===== src/rtl/axis_pkt_gen.sv =====
// AXI-Stream burst packet generator: emits pkt_num packets of pkt_len incrementing
// beats starting at seed, with an optional idle gap between packets.
module axis_pkt_gen #(
  parameter int DATA_WIDTH = 8,
  parameter int LEN_WIDTH  = 12,
  parameter int CNT_WIDTH  = 8,
  parameter int GAP_WIDTH  = 4
) (
  input  logic                  clk,
  input  logic                  rst,
  input  logic                  start,
  input  logic [LEN_WIDTH-1:0]  pkt_len,
  input  logic [CNT_WIDTH-1:0]  pkt_num,
  input  logic [GAP_WIDTH-1:0]  gap,
  input  logic [DATA_WIDTH-1:0] seed,
  output logic [DATA_WIDTH-1:0] m_tdata_out,
  output logic                  m_tvalid_out,
  input  logic                  m_tready_in,
  output logic                  m_last_out,
  output logic                  busy,
  output logic                  done,
  output logic [CNT_WIDTH-1:0]  pkt_sent,
  output logic [1:0]            o_dbg_state
);

  // Stream handshake: a beat transfers on a rising edge where m_tvalid_out and
  // m_tready_in are both 1. Valid is registered and never looks at ready; once
  // raised, data/last/valid hold until the transfer happens.

  typedef enum logic [1:0] {
    ST_IDLE = 2'd0,
    ST_SEND = 2'd1,
    ST_GAP  = 2'd2
  } state_t;

  state_t                r_state;
  logic [LEN_WIDTH-1:0]  r_len;
  logic [CNT_WIDTH-1:0]  r_num;
  logic [GAP_WIDTH-1:0]  r_gap;
  logic [GAP_WIDTH-1:0]  r_gap_cnt;
  logic [LEN_WIDTH-1:0]  r_beat;
  logic [DATA_WIDTH-1:0] r_data;
  logic                  r_valid;
  logic                  r_last;
  logic                  r_busy;
  logic                  r_done;
  logic [CNT_WIDTH-1:0]  r_pkt_sent;

  logic                  w_hs;
  logic                  w_accept;
  logic [LEN_WIDTH-1:0]  w_beat_next;
  logic [LEN_WIDTH-1:0]  w_len_m1;
  logic [CNT_WIDTH-1:0]  w_pkt_next;
  logic                  w_final;

  assign w_hs        = r_valid & m_tready_in;
  assign w_accept    = start && (pkt_len != '0) && (pkt_num != '0);
  assign w_beat_next = r_beat + LEN_WIDTH'(1);
  assign w_len_m1    = r_len - LEN_WIDTH'(1);
  assign w_pkt_next  = r_pkt_sent + CNT_WIDTH'(1);
  // pkt_sent doubles as the packet index within the burst.
  assign w_final     = (w_pkt_next == r_num);

  always_ff @(posedge clk or negedge rst) begin
    if (!rst) begin
      r_state    <= ST_IDLE;
      r_len      <= '0;
      r_num      <= '0;
      r_gap      <= '0;
      r_gap_cnt  <= '0;
      r_beat     <= '0;
      r_data     <= '0;
      r_valid    <= 1'b0;
      r_last     <= 1'b0;
      r_busy     <= 1'b0;
      r_done     <= 1'b0;
      r_pkt_sent <= '0;
    end else begin
      r_done <= 1'b0;
      case (r_state)
        ST_IDLE: begin
          if (w_accept) begin
            r_len      <= pkt_len;
            r_num      <= pkt_num;
            r_gap      <= gap;
            r_beat     <= '0;
            r_pkt_sent <= '0;
            r_data     <= seed;
            r_valid    <= 1'b1;
            r_last     <= (pkt_len == LEN_WIDTH'(1));
            r_busy     <= 1'b1;
            r_state    <= ST_SEND;
          end
        end
        ST_SEND: begin
          if (w_hs) begin
            r_data <= r_data + DATA_WIDTH'(1);
            if (r_last) begin
              r_beat     <= '0;
              r_pkt_sent <= w_pkt_next;
              if (w_final) begin
                r_state <= ST_IDLE;
                r_valid <= 1'b0;
                r_last  <= 1'b0;
                r_busy  <= 1'b0;
                r_done  <= 1'b1;
              end else if (r_gap == '0) begin
                r_last <= (r_len == LEN_WIDTH'(1));
              end else begin
                r_state   <= ST_GAP;
                r_valid   <= 1'b0;
                r_last    <= 1'b0;
                r_gap_cnt <= r_gap - GAP_WIDTH'(1);
              end
            end else begin
              r_beat <= w_beat_next;
              r_last <= (w_beat_next == w_len_m1);
            end
          end
        end
        ST_GAP: begin
          // Counter loaded with gap-1 so valid stays low for exactly gap cycles.
          if (r_gap_cnt == '0) begin
            r_state <= ST_SEND;
            r_valid <= 1'b1;
            r_last  <= (r_len == LEN_WIDTH'(1));
          end else begin
            r_gap_cnt <= r_gap_cnt - GAP_WIDTH'(1);
          end
        end
        default: begin
          r_state <= ST_IDLE;
          r_valid <= 1'b0;
          r_last  <= 1'b0;
          r_busy  <= 1'b0;
        end
      endcase
    end
  end

  assign m_tdata_out  = r_data;
  assign m_tvalid_out = r_valid;
  assign m_last_out   = r_last;
  assign busy         = r_busy;
  assign done         = r_done;
  assign pkt_sent     = r_pkt_sent;
  assign o_dbg_state  = r_state;

endmodule


===== config.mk =====
export PLATFORM = sky130hd
export DESIGN_NAME = axis_pkt_gen
export DESIGN_NICKNAME = d
export VERILOG_FILES = /design/src/rtl/axis_pkt_gen.sv
export SDC_FILE = /design/constraint.sdc
export NUM_CORES = 1
export LEC_CHECK = 0
export CORE_ASPECT_RATIO = 0.6
export CORE_MARGIN = 10
export CORE_UTILIZATION = 35
export CTS_BUF_LIST = sky130_fd_sc_hd__clkbuf_8 sky130_fd_sc_hd__clkbuf_16
export CTS_CLUSTER_DIAMETER = 40
export DETAILED_ROUTE_END_ITERATION = 6
export PLACE_DENSITY = 0.64
export SYNTH_ARGS = -nofsm -noshare
export SYNTH_HDL_FRONTEND = slang
export SYNTH_SLANG_ARGS = --single-unit

===== constraint.sdc =====
create_clock -name clk -period 4.35 [get_ports clk]
set_input_delay 0.87 -clock clk [delete_from_list [all_inputs] [get_ports clk]]
set_output_delay 0.87 -clock clk [all_outputs]
set_load 0.005 [all_outputs]

# Yosys cells after proc, flatten, opt, wreduce, memory -nomap -nowiden
# Index checks and enable logic that the tools add are counted.
# word_totals
input_bits	36
ff_bits	62
# op_classes
muxes	46
eq_ne	15
n_bitwise	2
add_sub_neg	6
reduce_logical	16
# op_table
cell	count
8-bit two-way mux	5
12-bit two-way mux	3
8-bit one-hot mux with 2 select lines	2
12-bit by 1-bit == test with 1-bit output, second input constant	2
12-bit one-hot mux with 2 select lines	1
4-bit two-way mux	5
1-bit two-way mux	19
8-bit by 1-bit adder with 8-bit output, second input constant	2
2-bit inequality test, second input constant	8
12-bit by 1-bit adder with 12-bit output, second input constant	1
12-bit == test	1
2-bit two-way mux	6
12-bit nonzero test	1
12-bit by 1-bit subtractor with 12-bit output, second input constant	1
5-bit AND reduction	2
1-bit one-hot mux with 3 select lines	3
8-bit == test	1
4-bit logical NOT	2
4-bit one-hot mux with 2 select lines	1
8-bit nonzero test	1
4-bit by 1-bit subtractor with 4-bit output, second input constant	2
2-bit one-hot mux with 3 select lines	1
3-bit AND reduction	2
6-bit AND reduction	1
10 further kinds	12

# Depth between registers and ports, before layout
# Gate-level depths: netlist (run 1).
# depth
depth_word	6
depth_mapped	9
depth_no_buf	9

# Worst setup path after synthesis (run 1)
# OpenSTA, ideal clock, no wires.
# synth_timing
path_type	reg-to-reg
startpoint	reg r_pkt_sent[0] (netlist: pkt_sent[0])
endpoint	reg r_gap_cnt[3]
setup_ps	98
stages_incl_launch_ff	9
setup_slack_ps	1726
required_ps	4252
n_path_buf	0
t_arrival_ps	2526
cell_sequence	dfrtp_1 > ha_1 > nand3_1 > mux2i_1 > or4_4 > a2111oi_4 > o21ai_2 > mux2i_1 > nor4bb_2
# synth_via
elab_chain_cells	4
# synth_rtl
element	line	text
start, declared	47	logic [CNT_WIDTH-1:0] r_pkt_sent;
start signal, assigned	100	r_pkt_sent <= w_pkt_next;
8-bit by 1-bit adder with 8-bit output	60	assign w_pkt_next = r_pkt_sent + CNT_WIDTH'(1);
8-bit == test	62	assign w_final = (w_pkt_next == r_num);
2-bit inequality test (no source line)	n/a	
6-bit AND reduction (no source line)	n/a	
end signal, assigned	113	r_gap_cnt <= r_gap - GAP_WIDTH'(1);
end signal, assigned	128	r_gap_cnt <= r_gap_cnt - GAP_WIDTH'(1);
end, declared	40	logic [GAP_WIDTH-1:0] r_gap_cnt;
# No other way between the ends.
# A chain may end at the register's enable or synchronous reset.

# Final worst setup path (run 1)
# layout_timing
startpoint	in pkt_len[1]
endpoint	reg r_pkt_sent[6] (netlist: pkt_sent[6])
# layout_via
elab_chain_cells	5
# layout_rtl
element	line	text
start, declared	12	input logic [LEN_WIDTH-1:0] pkt_len,
12-bit nonzero test	57	assign w_accept = start && (pkt_len != '0) && (pkt_num != '0);
1-bit logical AND (2 in a row)	57	
2-bit inequality test (no source line)	n/a	
4-bit AND reduction (no source line)	n/a	
# No other way between the ends.

==> results of run 1 <==
cells by family (layout without fill, tap and decap cells):
logic type                 count (synthesis)  after routing  share of synthesized area, %
buffers and inverters                     23             83                          2.37
muxes                                      7              7                          1.96
AOI/OAI and AO/OA                         83             83                          14.7
xor gates and xnor gates                  38             38                          9.00
DFF                                       62             62                          42.0
and+or+nand+nor                          216            216                          28.0
adders and majority gates                  6              6                          2.03
cells in the mapped netlist, types with 6 or more instances:
cell	number	area, um^2
o31ai_1	9	67.6
xor2_1	10	87.6
nor4_1	10	62.6
and3_1	6	37.5
dfrtp_1	62	1550
ha_1	6	75.1
o21ai_0	33	165
clkbuf_1	14	52.6
nor3_1	9	45.0
a21oi_1	16	80.1
nor2_1	22	82.6
xnor2_1	28	245
or3_1	6	37.5
inv_1	7	26.3
nand3_1	21	105
nor2b_1	7	43.8
nand2_1	106	398
nand2b_1	8	50.1
worst reg2reg max path, stage by stage, from the launching register on:
cell and delay, ns:
dfrtp_1 0.47, ha_1 0.28, nand3_1 0.28, mux2i_1 0.21, or4_4 0.52, a2111oi_4 0.49, o21ai_2 0.20, mux2i_1 0.18
nor4bb_2 0.26
power breakdown:
group	switching (uW)	internal (uW)	total (uW)
logic	433	451	884
clock network	258	427	685
registers	212	755	967
worst max-delay path by stage:
stage / startpoint / end / slack, ns / cells past startpoint
after global placement: pkt_num[5] / r_beat[9] / 1.07 / 8
after floorplan: pkt_sent[0] / r_gap_cnt[3] / 1.73 / 8
final: pkt_len[1] / pkt_sent[6] / 1.36 / 8
after detailed placement: pkt_len[1] / r_beat[9] / 1.04 / 8
after CTS: pkt_len[1] / r_beat[10] / 1.38 / 8
after global routing: pkt_len[1] / r_beat[2] / 1.01 / 8
through the flow:
step           util [%]  total power (uW)  setup slack [ns]  instance area [um^2]  std cells
2_1_floorplan         -              1560              1.73                  3700        435
3_3_place_gp       43.6              1840              1.07                  4400        615
3_5_place_dp       43.6              1860              1.04                  4400        615
4_1_cts            46.4              2550              1.38                  4680        630
5_1_grt            46.4              2730              1.01                  4680        630
6_report           46.4              2540              1.36                  4680        630
layer usage:
metal | part of all wire (%) | vias up | GRT usage, %
met1 | 55 | 1536 | 20.5
met4 | 0.53 | 0 | 3.87
li1 | - | 1646 | -
met2 | 38 | 98 | 16.6
met3 | 6.7 | 5 | 4.90
met5 | 0 | - | 0
flip-flops by register name (all words and copies together) (netlist names):
name	flops
m_last_out	1
r_beat	12
r_num	8
r_gap	4
pkt_sent	8
m_tdata_out	8
m_tvalid_out	1
busy	1
done	1
o_dbg_state	2
r_gap_cnt	4
r_len	12
layout make-up:
cell class / count / area (um^2) / share of cell area, %
timing repair buffer: 60 / 588 / 12.6
multi-input combinational: 350 / 2060 / 43.9
clock buffer: 12 / 267 / 5.69
inverter: 8 / 30.0 / 0.642
sequential: 62 / 1550 / 33.1
clock inverter: 3 / 18.8 / 0.401
tap: 135 / 169 / 3.61
==> out/metrics.sh, run 1 <==
CTS_HOLD_BUFFERS=0
YS.WARNINGS.COUNT=0
FILL_CELLS=962
HOLDCRITPATHCLASS='reg2reg'
SYNTHARSTFLOPSHARE_PCT=100
GR-TOTAL-OVERFLOW=0
POWER_PER_CELL_AREA_mW_PER_MM2=542
CTSLONGESTPATHBUFFERS=2
DIEAREA_MM2=0.0152
FLOORPLAN.INITIALDENSITY_PCT=36.6
SETUP-TNS-FINAL_NS=0
VDD_DROP_MAX_uV=300
STARTPOINT_TYPE='input pin'
MAX_SLEW_MARGIN_PCT=35.6
ANTENNADIODECOUNT=0
NETLIST-CELL-TYPE-COUNT=53
LARGEST_FANOUT_ON_THE_CRITICAL_PATH=8
LEADING_CELL_TYPE_IN_THE_LAYOUT_FILL_AND_TAPS_EXCLUDED='nand2_1'
CPLARGESTDELAYFAMILY='compound AO/OA/AOI/OAI gates'
ANTENNA_FOUND_INITIAL=0
MIN_DELAY_PATH_DEPTH=2
CELLLEAKAGEPOWER_uW=0.00198
BOUNDARYPINS=58
VIAS_IN_THE_FIRST_GLOBAL_ROUTE=3140
FINAL_CRITICAL_PATH_TIME_INCLUDING_I_O_DELAYS_AND_SETUP_NS=2.99
FIRST_PASS_GRT_WIRE_LENGTH_UM=16700
HOLD_WS_NS=0.492
CTS_MAX_LEVEL=3
RUN_STATUS='finished clean'
CRITPATHREQUIREDTIME_NS=4.56
INSERTION_DELAY_NS=0.34
HPWLAFTERDP_UM=7430
CLOCK_SINKS=62
SYNTH_CELLS=435
CP_DATA_ARRIVAL_TIME_NS=3.20
DRCVIOLATIONCOUNT=0
CRIT_CHAIN='clkdlybuf4s50_1 -> nor4_1 -> nand4b_1 -> a21oi_1 -> nor2_1 -> o21ai_1 -> o21ai_0 -> o41ai_1'
ROUTED_WIRELENGTH_UM=10000
CTSROOTBUFFERMASTER='clkbuf_16'
CHIPWIDTH_UM=153
MAXCAPVIOLCOUNT=0
HOLD-PATH-ENDPOINT='r_num[2]'
DIE_Y_UM=99.6
SYNTH_SEQ_AREA_SHARE_PCT=42.0
END_KIND='register'
DRT-INITIAL-DRC-COUNT=296
GRT_UTIL_ALL_LAYERS_PCT=13.4
CRITICAL_PATH_CLASS='in2reg'
SYNTH_ENABLE_FLOP_CELLS=0
LAYOUT_WORST_PATH_CYCLE_SHARE_PCT=68.8
GLOBALPLACE.CONGESTION=0.828
VIAS=3285
POST_CTS_RESIZE_COUNT=0
AREA_DELTA_SYNTH_FINAL_PCT=26.6
ACHIEVABLE-FREQUENCY_MHz=334
DESIGN.FINAL.NETS=533
TIMING_HOLD_VIOLATIONS_FINAL=0
PORT_BUFFERS=57
CTS-BUFFERS-INSERTED=9
RR_ENDPOINT='r_gap_cnt[3]'
RSZ_0062_RAISED_AFTER_GLOBAL_ROUTING='no'
TIMING.CRITICAL_PATH.SLOWEST_STAGE_CELL='a21oi_1'
DRIVE_ABOVE_1_SHARE_PCT=6.46
POST_DRT_WL_PER_CELL_UM=15.9
CLOCK-SKEW-FINAL_NS=0.00590
YS_SEQ_ELEMENTS=62
SYN-CELL-AREA_MM2=0.00370
FIRSTDRTPASSITERS=5
CRITICAL_PATH.N_BUFFERS_INVERTERS=1
TRITONCTS='done'
DRT-VIAS-PER-INSTANCE=5.21
CRITICAL_PATH.MAX_STAGE_DELAY_NS=0.48
CRITICAL_PATH.REG2REG.STARTPOINT='pkt_sent[0]'
MAXIMUM_NUMBER_OF_PINS_ON_ONE_NET_BEFORE_GLOBAL_ROUTE_REPAIR=34
R2R_WORST_PATH_DEPTH=8
SYNTH_TOP_FLOP_CELL='dfrtp_1'
HP-START='r_num[2]'
SETUP_SLACK_OF_THE_MOST_CRITICAL_REG_TO_REG_PATH_NS=1.38
SYN_NETS=477
WORST-SLEW-PIN-TRANSITION_NS=0.957
COREAREA_MM2=0.0101
MAXSLEWVIOLCOUNT=0
COMMONEST_CELLS_AFTER_ROUTING_FILL_AND_TAPS_ASIDE='nand2_1, dfrtp_1, clkdlybuf4s50_1, o21ai_0, xnor2_1'
CLKTRANSATPATHREGS_NS=0.05
POST-CTS-SETUP-BUFFERS=0
SETUP_VIOL=0
ROWS=28
POSTROUTEANTENNANETS=0
SYN-MEAN-INSTANCE-AREA_UM2=8.50
No activity file was read; power rests on OpenSTA's default activity.
==> inputs of run 2 (changes only) <==
--- a/config.mk
+++ b/config.mk
@@ -11,7 +11,7 @@
 export CTS_BUF_LIST = sky130_fd_sc_hd__clkbuf_8 sky130_fd_sc_hd__clkbuf_16
 export CTS_CLUSTER_DIAMETER = 40
 export DETAILED_ROUTE_END_ITERATION = 6
-export PLACE_DENSITY = 0.64
+export PLACE_DENSITY = 0.66
 export SYNTH_ARGS = -nofsm -noshare
 export SYNTH_HDL_FRONTEND = slang
 export SYNTH_SLANG_ARGS = --single-unit
==> constraint.sdc (replaced) <==
create_clock -name clk -period 2.5 [get_ports clk]
set_input_delay 0.5 -clock clk [delete_from_list [all_inputs] [get_ports clk]]
set_output_delay 0.5 -clock clk [all_outputs]
set_load 0.005 [all_outputs]
==> run 2 against run 1 <==
Sequential power up 75%; wire length up 6.7%; critical path type is now reg2reg; clock skew up 0.0012 ns; power up 81%; final cell count up 8.3%; global-route usage up 0.80 points; clock-buffer cell count down 1.
==> out/metrics.sh, run 2 (synthesis results as in run 1) <==
CTSLONGESTPATHBUFFERS=2
TIMING.CRITICAL_PATH.MODE_CELL='mux2i_1'
VIAS=3573
FIRST_PASS_GRT_WIRE_LENGTH_UM=18000
CLKTRANSATPATHREGS_NS=0.05
GR-TOTAL-OVERFLOW=0
GRT_UTIL_ALL_LAYERS_PCT=14.2
END_KIND='register'
POST_DRT_WL_PER_CELL_UM=15.7
CRITICAL_PATH.MAX_STAGE_DELAY_NS=0.52
ACHIEVABLE-FREQUENCY_MHz=407
VIAS_IN_THE_FIRST_GLOBAL_ROUTE=3517
SETUP_VIOL=0
CELLLEAKAGEPOWER_uW=0.00224
FINALCOREUTILIZATION_PCT=51.3
TIMING_HOLD_VIOLATIONS_FINAL=0
CTSROOTBUFFERMASTER='clkbuf_16'
FINAL_CRITICAL_PATH_TIME_INCLUDING_I_O_DELAYS_AND_SETUP_NS=2.46
BOUNDARYPINS=58
CRITICAL_PATH_CELL_COUNT=8
DIE_Y_UM=99.6
TRITONCTS='done'
R2R_WORST_PATH_DEPTH=8
COMMONEST_CELLS_AFTER_ROUTING_FILL_AND_TAPS_ASIDE='nand2_1, dfrtp_1, clkdlybuf4s50_1, buf_4, o21ai_0'
CRITICAL_PATH.N_BUFFERS_INVERTERS=0
COREAREA_MM2=0.0101
FILL_CELLS=936
DESIGN.FINAL.NETS=585
DIEAREA_MM2=0.0152
HPWLAFTERDP_UM=8140
FLOORPLAN.INITIALDENSITY_PCT=36.6
ROWS=28
STARTPOINT_TYPE='register'
CRIT_CHAIN='ha_4 -> nand3_4 -> mux2i_1 -> or4_4 -> a2111oi_4 -> o21ai_4 -> mux2i_1 -> nor4bb_2'
DRT-INITIAL-DRC-COUNT=285
AREA_DELTA_SYNTH_FINAL_PCT=40.1
MAXSLEWVIOLCOUNT=0
POWER_PER_CELL_AREA_mW_PER_MM2=885
DRT-VIAS-PER-INSTANCE=5.24
MAX_SLEW_MARGIN_PCT=40.5
LEADING_CELL_TYPE_IN_THE_LAYOUT_FILL_AND_TAPS_EXCLUDED='nand2_1'
CTS_MAX_LEVEL=3
RUN_STATUS='finished clean'
ANTENNA_FOUND_INITIAL=0
DRIVE_ABOVE_1_SHARE_PCT=18.1
CP_DATA_ARRIVAL_TIME_NS=2.69
GLOBALPLACE.CONGESTION=0.878
PLACEMENT_CELL_AREA_MM2=0.00480
MAXIMUM_NUMBER_OF_PINS_ON_ONE_NET_BEFORE_GLOBAL_ROUTE_REPAIR=40
HOLD_WS_NS=0.290
CRITPATHREQUIREDTIME_NS=2.73
CLOCK_SINKS=62
LARGEST_REGISTERS='r_beat: 12 flops, r_len: 12 flops'
DRCVIOLATIONCOUNT=0
FINAL_DESIGN_AREA_NO_FILL_MM2=0.00518
CHIPWIDTH_UM=153
LAYOUT_WORST_PATH_CYCLE_SHARE_PCT=98.2
TIMING.CRITICAL_PATH.SLOWEST_STAGE_CELL='or4_4'
MAXCAPVIOLCOUNT=0
VDD_DROP_MAX_uV=432
POSTROUTEANTENNANETS=0
WORST-SLEW-PIN-TRANSITION_NS=0.893
CRITICAL_PATH_CLASS='reg2reg'
RSZ_0062_RAISED_AFTER_GLOBAL_ROUTING='yes'
ROUTED_WIRELENGTH_UM=10700
PORT_BUFFERS=57
HOLDCRITPATHCLASS='in2async'
CTS-BUFFERS-INSERTED=9
INSERTION_DELAY_NS=0.34
LARGEST_FANOUT_ON_THE_CRITICAL_PATH=5
FIRSTDRTPASSITERS=4
CPLARGESTDELAYFAMILY='simple AND/OR/NAND/NOR gates'
CLOCK-SKEW-FINAL_NS=0.00710
ANTENNADIODECOUNT=0
SETUP_SLACK_OF_THE_MOST_CRITICAL_REG_TO_REG_PATH_NS=0.04
## run 2: cell count changes in the layout (fill, tap and decap cells not counted), moves of 2 or more
cell     delta
nor4_1      -2
xor2_1      -2
dfrtp_2     +2
dfrtp_1     -2
or3_4       +2
or3_1       -2
buf_12      +2
nor4_2      +2
buf_4      +50
xor2_2      +2
## run 2: per-stage QoR
step                cells  TNS, ns  power, uW  setup slack (ns)
floorplan             435        0       2720            0.0108
global placement      664    -4.43       3310            -0.237
detailed placement    664    -4.95       3370            -0.307
CTS                   680        0       4550           0.00529
global route          682   -0.109       4940           -0.0756
finish                682        0       4590            0.0441
## run 2: worst paths after layout
kind,from,endpoint
min in group clk,r_num[0],r_num[0]
worst min-delay path,rst,o_dbg_state[1]
worst max-delay path,pkt_sent[0],r_gap_cnt[3]
worst max register to register,pkt_sent[0],r_gap_cnt[3]
max in group asynchronous,rst,r_beat[0]
worst min register to register,r_num[0],r_num[0]
## run 2: cell type report
class / count / area [um^2] / share of cell area, %
clock buffers: 11 / 253 / 4.88
flip-flops and latches: 62 / 1550 / 30.0
well taps: 135 / 169 / 3.26
clock inverters: 4 / 22.5 / 0.435
repair buffers: 112 / 1000 / 19.4
multi-input cells: 350 / 2150 / 41.5
inverters: 8 / 30.0 / 0.580
## run 2: report_power, final
group | switching (uW) | internal, uW
clock | 445 | 712
combinational | 838 | 902
sequential | 373 | 1320
total | 1660 | 2930
## run 2: metal layers
| metal | GRT usage (%) | vias to the layer above | wire [um] |
|---|---|---|---|
| met3 | 5.20 | 10 | 813 |
| met4 | 4.23 | 0 | 89 |
| met2 | 18.9 | 111 | 4310 |
| li1 | - | 1752 | - |
| met5 | 0 | - | 0 |
| met1 | 20.6 | 1700 | 5470 |
## run 2: what timing repair did
| action | in CTS | in global routing |
|---|---|---|
| pin swaps | 2 | 2 |
| hold buffers | 0 | 0 |
| setup endpoints to repair | 2 | 12 |
| resized for setup | 1 | 15 |
| buffers inserted | 1 | 2 |
| hold endpoints to repair | 0 | 0 |
| cloned | 0 | 0 |
==> inputs of run 3 (changes only) <==
--- a/config.mk
+++ b/config.mk
@@ -11,7 +11,9 @@
 export CTS_BUF_LIST = sky130_fd_sc_hd__clkbuf_8 sky130_fd_sc_hd__clkbuf_16
 export CTS_CLUSTER_DIAMETER = 40
 export DETAILED_ROUTE_END_ITERATION = 6
-export PLACE_DENSITY = 0.66
+export DONT_BUFFER_PORTS = 1
+export HOLD_SLACK_MARGIN = 0.06
+export PLACE_DENSITY = 0.59
 export SYNTH_ARGS = -nofsm -noshare
 export SYNTH_HDL_FRONTEND = slang
 export SYNTH_SLANG_ARGS = --single-unit
==> run 3 against run 2 <==
The flow now finishes with violations (negative setup slack); register-to-register slack got worse by 0.05 ns; sequential share of layout area increased by 4.9 points; clock skew is essentially flat; clock power shrank 6%; die area did not move; critical path depth unchanged; critical path type unchanged; largest cell class unchanged.
==> out/metrics.sh, run 3 (synthesis results as in run 1) <==
RUN_STATUS='complete, but fails checks'
FAILED_CHECKS='negative setup slack'
R2R_WORST_PATH_DEPTH=8
P_TOTAL_uW=4320
RSZ_0062_RAISED_AFTER_GLOBAL_ROUTING='yes'
PORT_BUFFERS=0
HOLDCRITPATHCLASS='in2reg'
ROUTED_WIRELENGTH_UM=10900
POWER_PER_CELL_AREA_mW_PER_MM2=971
CTS_MAX_LEVEL=3
CTS-BUFFERS-INSERTED=9
FIRSTDRTPASSITERS=5
CLKTRANSATPATHREGS_NS=0.05
HPWLAFTERDP_UM=8270
MAX_SLEW_MARGIN_PCT=54.1
VIAS=3274
FIRST_PASS_GRT_WIRE_LENGTH_UM=17500
COREAREA_MM2=0.0101
INSERTION_DELAY_NS=0.34
POSTROUTEANTENNANETS=0
TRITONCTS='done'
STARTPOINT_TYPE='register'
LEADING_CELL_TYPE_IN_THE_LAYOUT_FILL_AND_TAPS_EXCLUDED='nand2_1'
CTSLONGESTPATHBUFFERS=2
CRITPATHREQUIREDTIME_NS=2.71
ANTENNA_FOUND_INITIAL=0
FINAL_CRITICAL_PATH_TIME_INCLUDING_I_O_DELAYS_AND_SETUP_NS=2.51
PLACEMENT_CELL_AREA_MM2=0.00409
LARGEST_FANOUT_ON_THE_CRITICAL_PATH=5
AREA_DELTA_SYNTH_FINAL_PCT=20.3
MAXSLEWVIOLCOUNT=0
SETUP_SLACK_OF_THE_MOST_CRITICAL_REG_TO_REG_PATH_NS=-0.01
WORST-SLEW-PIN-TRANSITION_NS=0.683
CRITICAL_PATH.REG2REG.STARTPOINT='pkt_sent[1]'
GLOBALPLACE.CONGESTION=0.878
SETUP-TNS-FINAL_NS=-0.0106
LARGEST_REGISTERS='r_beat: 12 flops, r_len: 12 flops'
TIMING_HOLD_VIOLATIONS_FINAL=0
GRT_UTIL_ALL_LAYERS_PCT=14.3
END_KIND='register'
MAXCAPVIOLCOUNT=0
ACHIEVABLE-FREQUENCY_MHz=398
FILL_CELLS=1014
MAXIMUM_NUMBER_OF_PINS_ON_ONE_NET_BEFORE_GLOBAL_ROUTE_REPAIR=63
DRT-INITIAL-DRC-COUNT=251
WORST_SLACK_NS=-0.0106
VIAS_IN_THE_FIRST_GLOBAL_ROUTE=3066
LAYOUT_WORST_PATH_CYCLE_SHARE_PCT=100
GR-TOTAL-OVERFLOW=0
CLOCK_SINKS=62
ANTENNADIODECOUNT=0
COMMONEST_CELLS_AFTER_ROUTING_FILL_AND_TAPS_ASIDE='nand2_1, dfrtp_1, buf_4, o21ai_0, xnor2_1'
CHIPWIDTH_UM=153
DIEAREA_MM2=0.0152
CP_DATA_ARRIVAL_TIME_NS=2.72
CTSROOTBUFFERMASTER='clkbuf_16'
DP_SLACK_NS=-0.000397
CP-ENDPOINT='r_gap_cnt[0]'
MIN_DELAY_PATH_DEPTH=2
VDD_DROP_MAX_uV=419
POST_DRT_WL_PER_CELL_UM=17.8
FINAL_DESIGN_AREA_NO_FILL_MM2=0.00445
CRITICAL_PATH_CLASS='reg2reg'
CRITICAL_PATH.STARTPOINT='pkt_sent[1]'
DIE_Y_UM=99.6
FLOORPLAN.INITIALDENSITY_PCT=36.6
DRCVIOLATIONCOUNT=0
DRIVE_ABOVE_1_SHARE_PCT=15.6
DRT-VIAS-PER-INSTANCE=5.37
RR_ENDPOINT='r_gap_cnt[0]'
SETUP_VIOL=1
DESIGN.FINAL.NETS=514
BOUNDARYPINS=58
CLOCK-SKEW-FINAL_NS=0.00698
CELLLEAKAGEPOWER_uW=0.00196
ROWS=28
==> run 3: cell count changes in the layout (fill, tap and decap cells not counted), sizes merged <==
| cell | change |
|---|---|
| clkdlybuf4s50 | -56 |
| buf | -16 |
| inv | +2 |
| clkbuf | -1 |
| clkinv | -1 |
| clkinvlp | -1 |
| dlygate4sd3 | +1 |
==> run 3: power by group <==
part           leakage (uW)  switching [uW]  internal [uW]  total, uW
logic               0.00103             796            724       1520
registers          0.000789             388           1320       1700
clock network      0.000137             420            673       1090
total               0.00196            1600           2710       4320
==> run 3: stage by stage <==
stage / utilization, % / hold WS [ns] / cells
5_1_grt: 44.1 / 0.262 / 610
4_1_cts: 43.4 / 0.261 / 605
6_report: 44.1 / 0.271 / 610
2_1_floorplan: - / 0.204 / 435
3_3_place_gp: 40.5 / 0.208 / 589
3_5_place_dp: 40.5 / 0.208 / 589
==> run 3: critical path, cell delays in order, from the launching register on <==
cell and delay (ns):
dfrtp_1 0.38, ha_2 0.21, nand3_2 0.10, mux2i_1 0.13, or4_4 0.51, a2111oi_4 0.46
o21ai_2 0.16, buf_4 0.18, mux2_2 0.25
==> run 3: timing repair <==
| action | CTS | global route |
|---|---|---|
| pin swaps | 1 | 3 |
| buffers inserted | 0 | 5 |
| cloned | 0 | 0 |
| hold endpoints to repair | 62 | 0 |
| gates resized for setup | 0 | 6 |
| setup endpoints to repair | 1 | 11 |
| hold buffers | 2 | 0 |
==> run 3: worst min-delay path by stage <==
stage	to	slack [ns]	from
final	r_len[8]	0.27	pkt_len[8]
after global routing	r_len[6]	0.26	pkt_len[6]
after CTS	r_len[8]	0.26	pkt_len[8]
after detailed placement	r_beat[2]	0.21	rst
after global placement	r_beat[2]	0.21	rst
after floorplan	busy	0.20	rst
==> run 3: layer usage <==
metal	GRT usage, %	wire length (um)	vias to the layer above	part of all wire (%)
met5	0	0	-	0
met4	3.72	86	0	0.79
met3	5.51	880	8	8.1
met2	18.8	4340	102	40
met1	20.9	5570	1551	51
li1	-	-	1613	-
==> run 3: layout make-up <==
cell class                      instances  area, um^2  area share [%]
Clock buffer                           10         239            5.37
Clock inverter                          4        17.5           0.394
Inverter                                8        30.0           0.675
Multi-Input combinational cell        350        2100            47.1
Sequential cell                        62        1550            34.9
Tap cell                              135         169            3.80
Timing Repair Buffer                   41         343            7.71
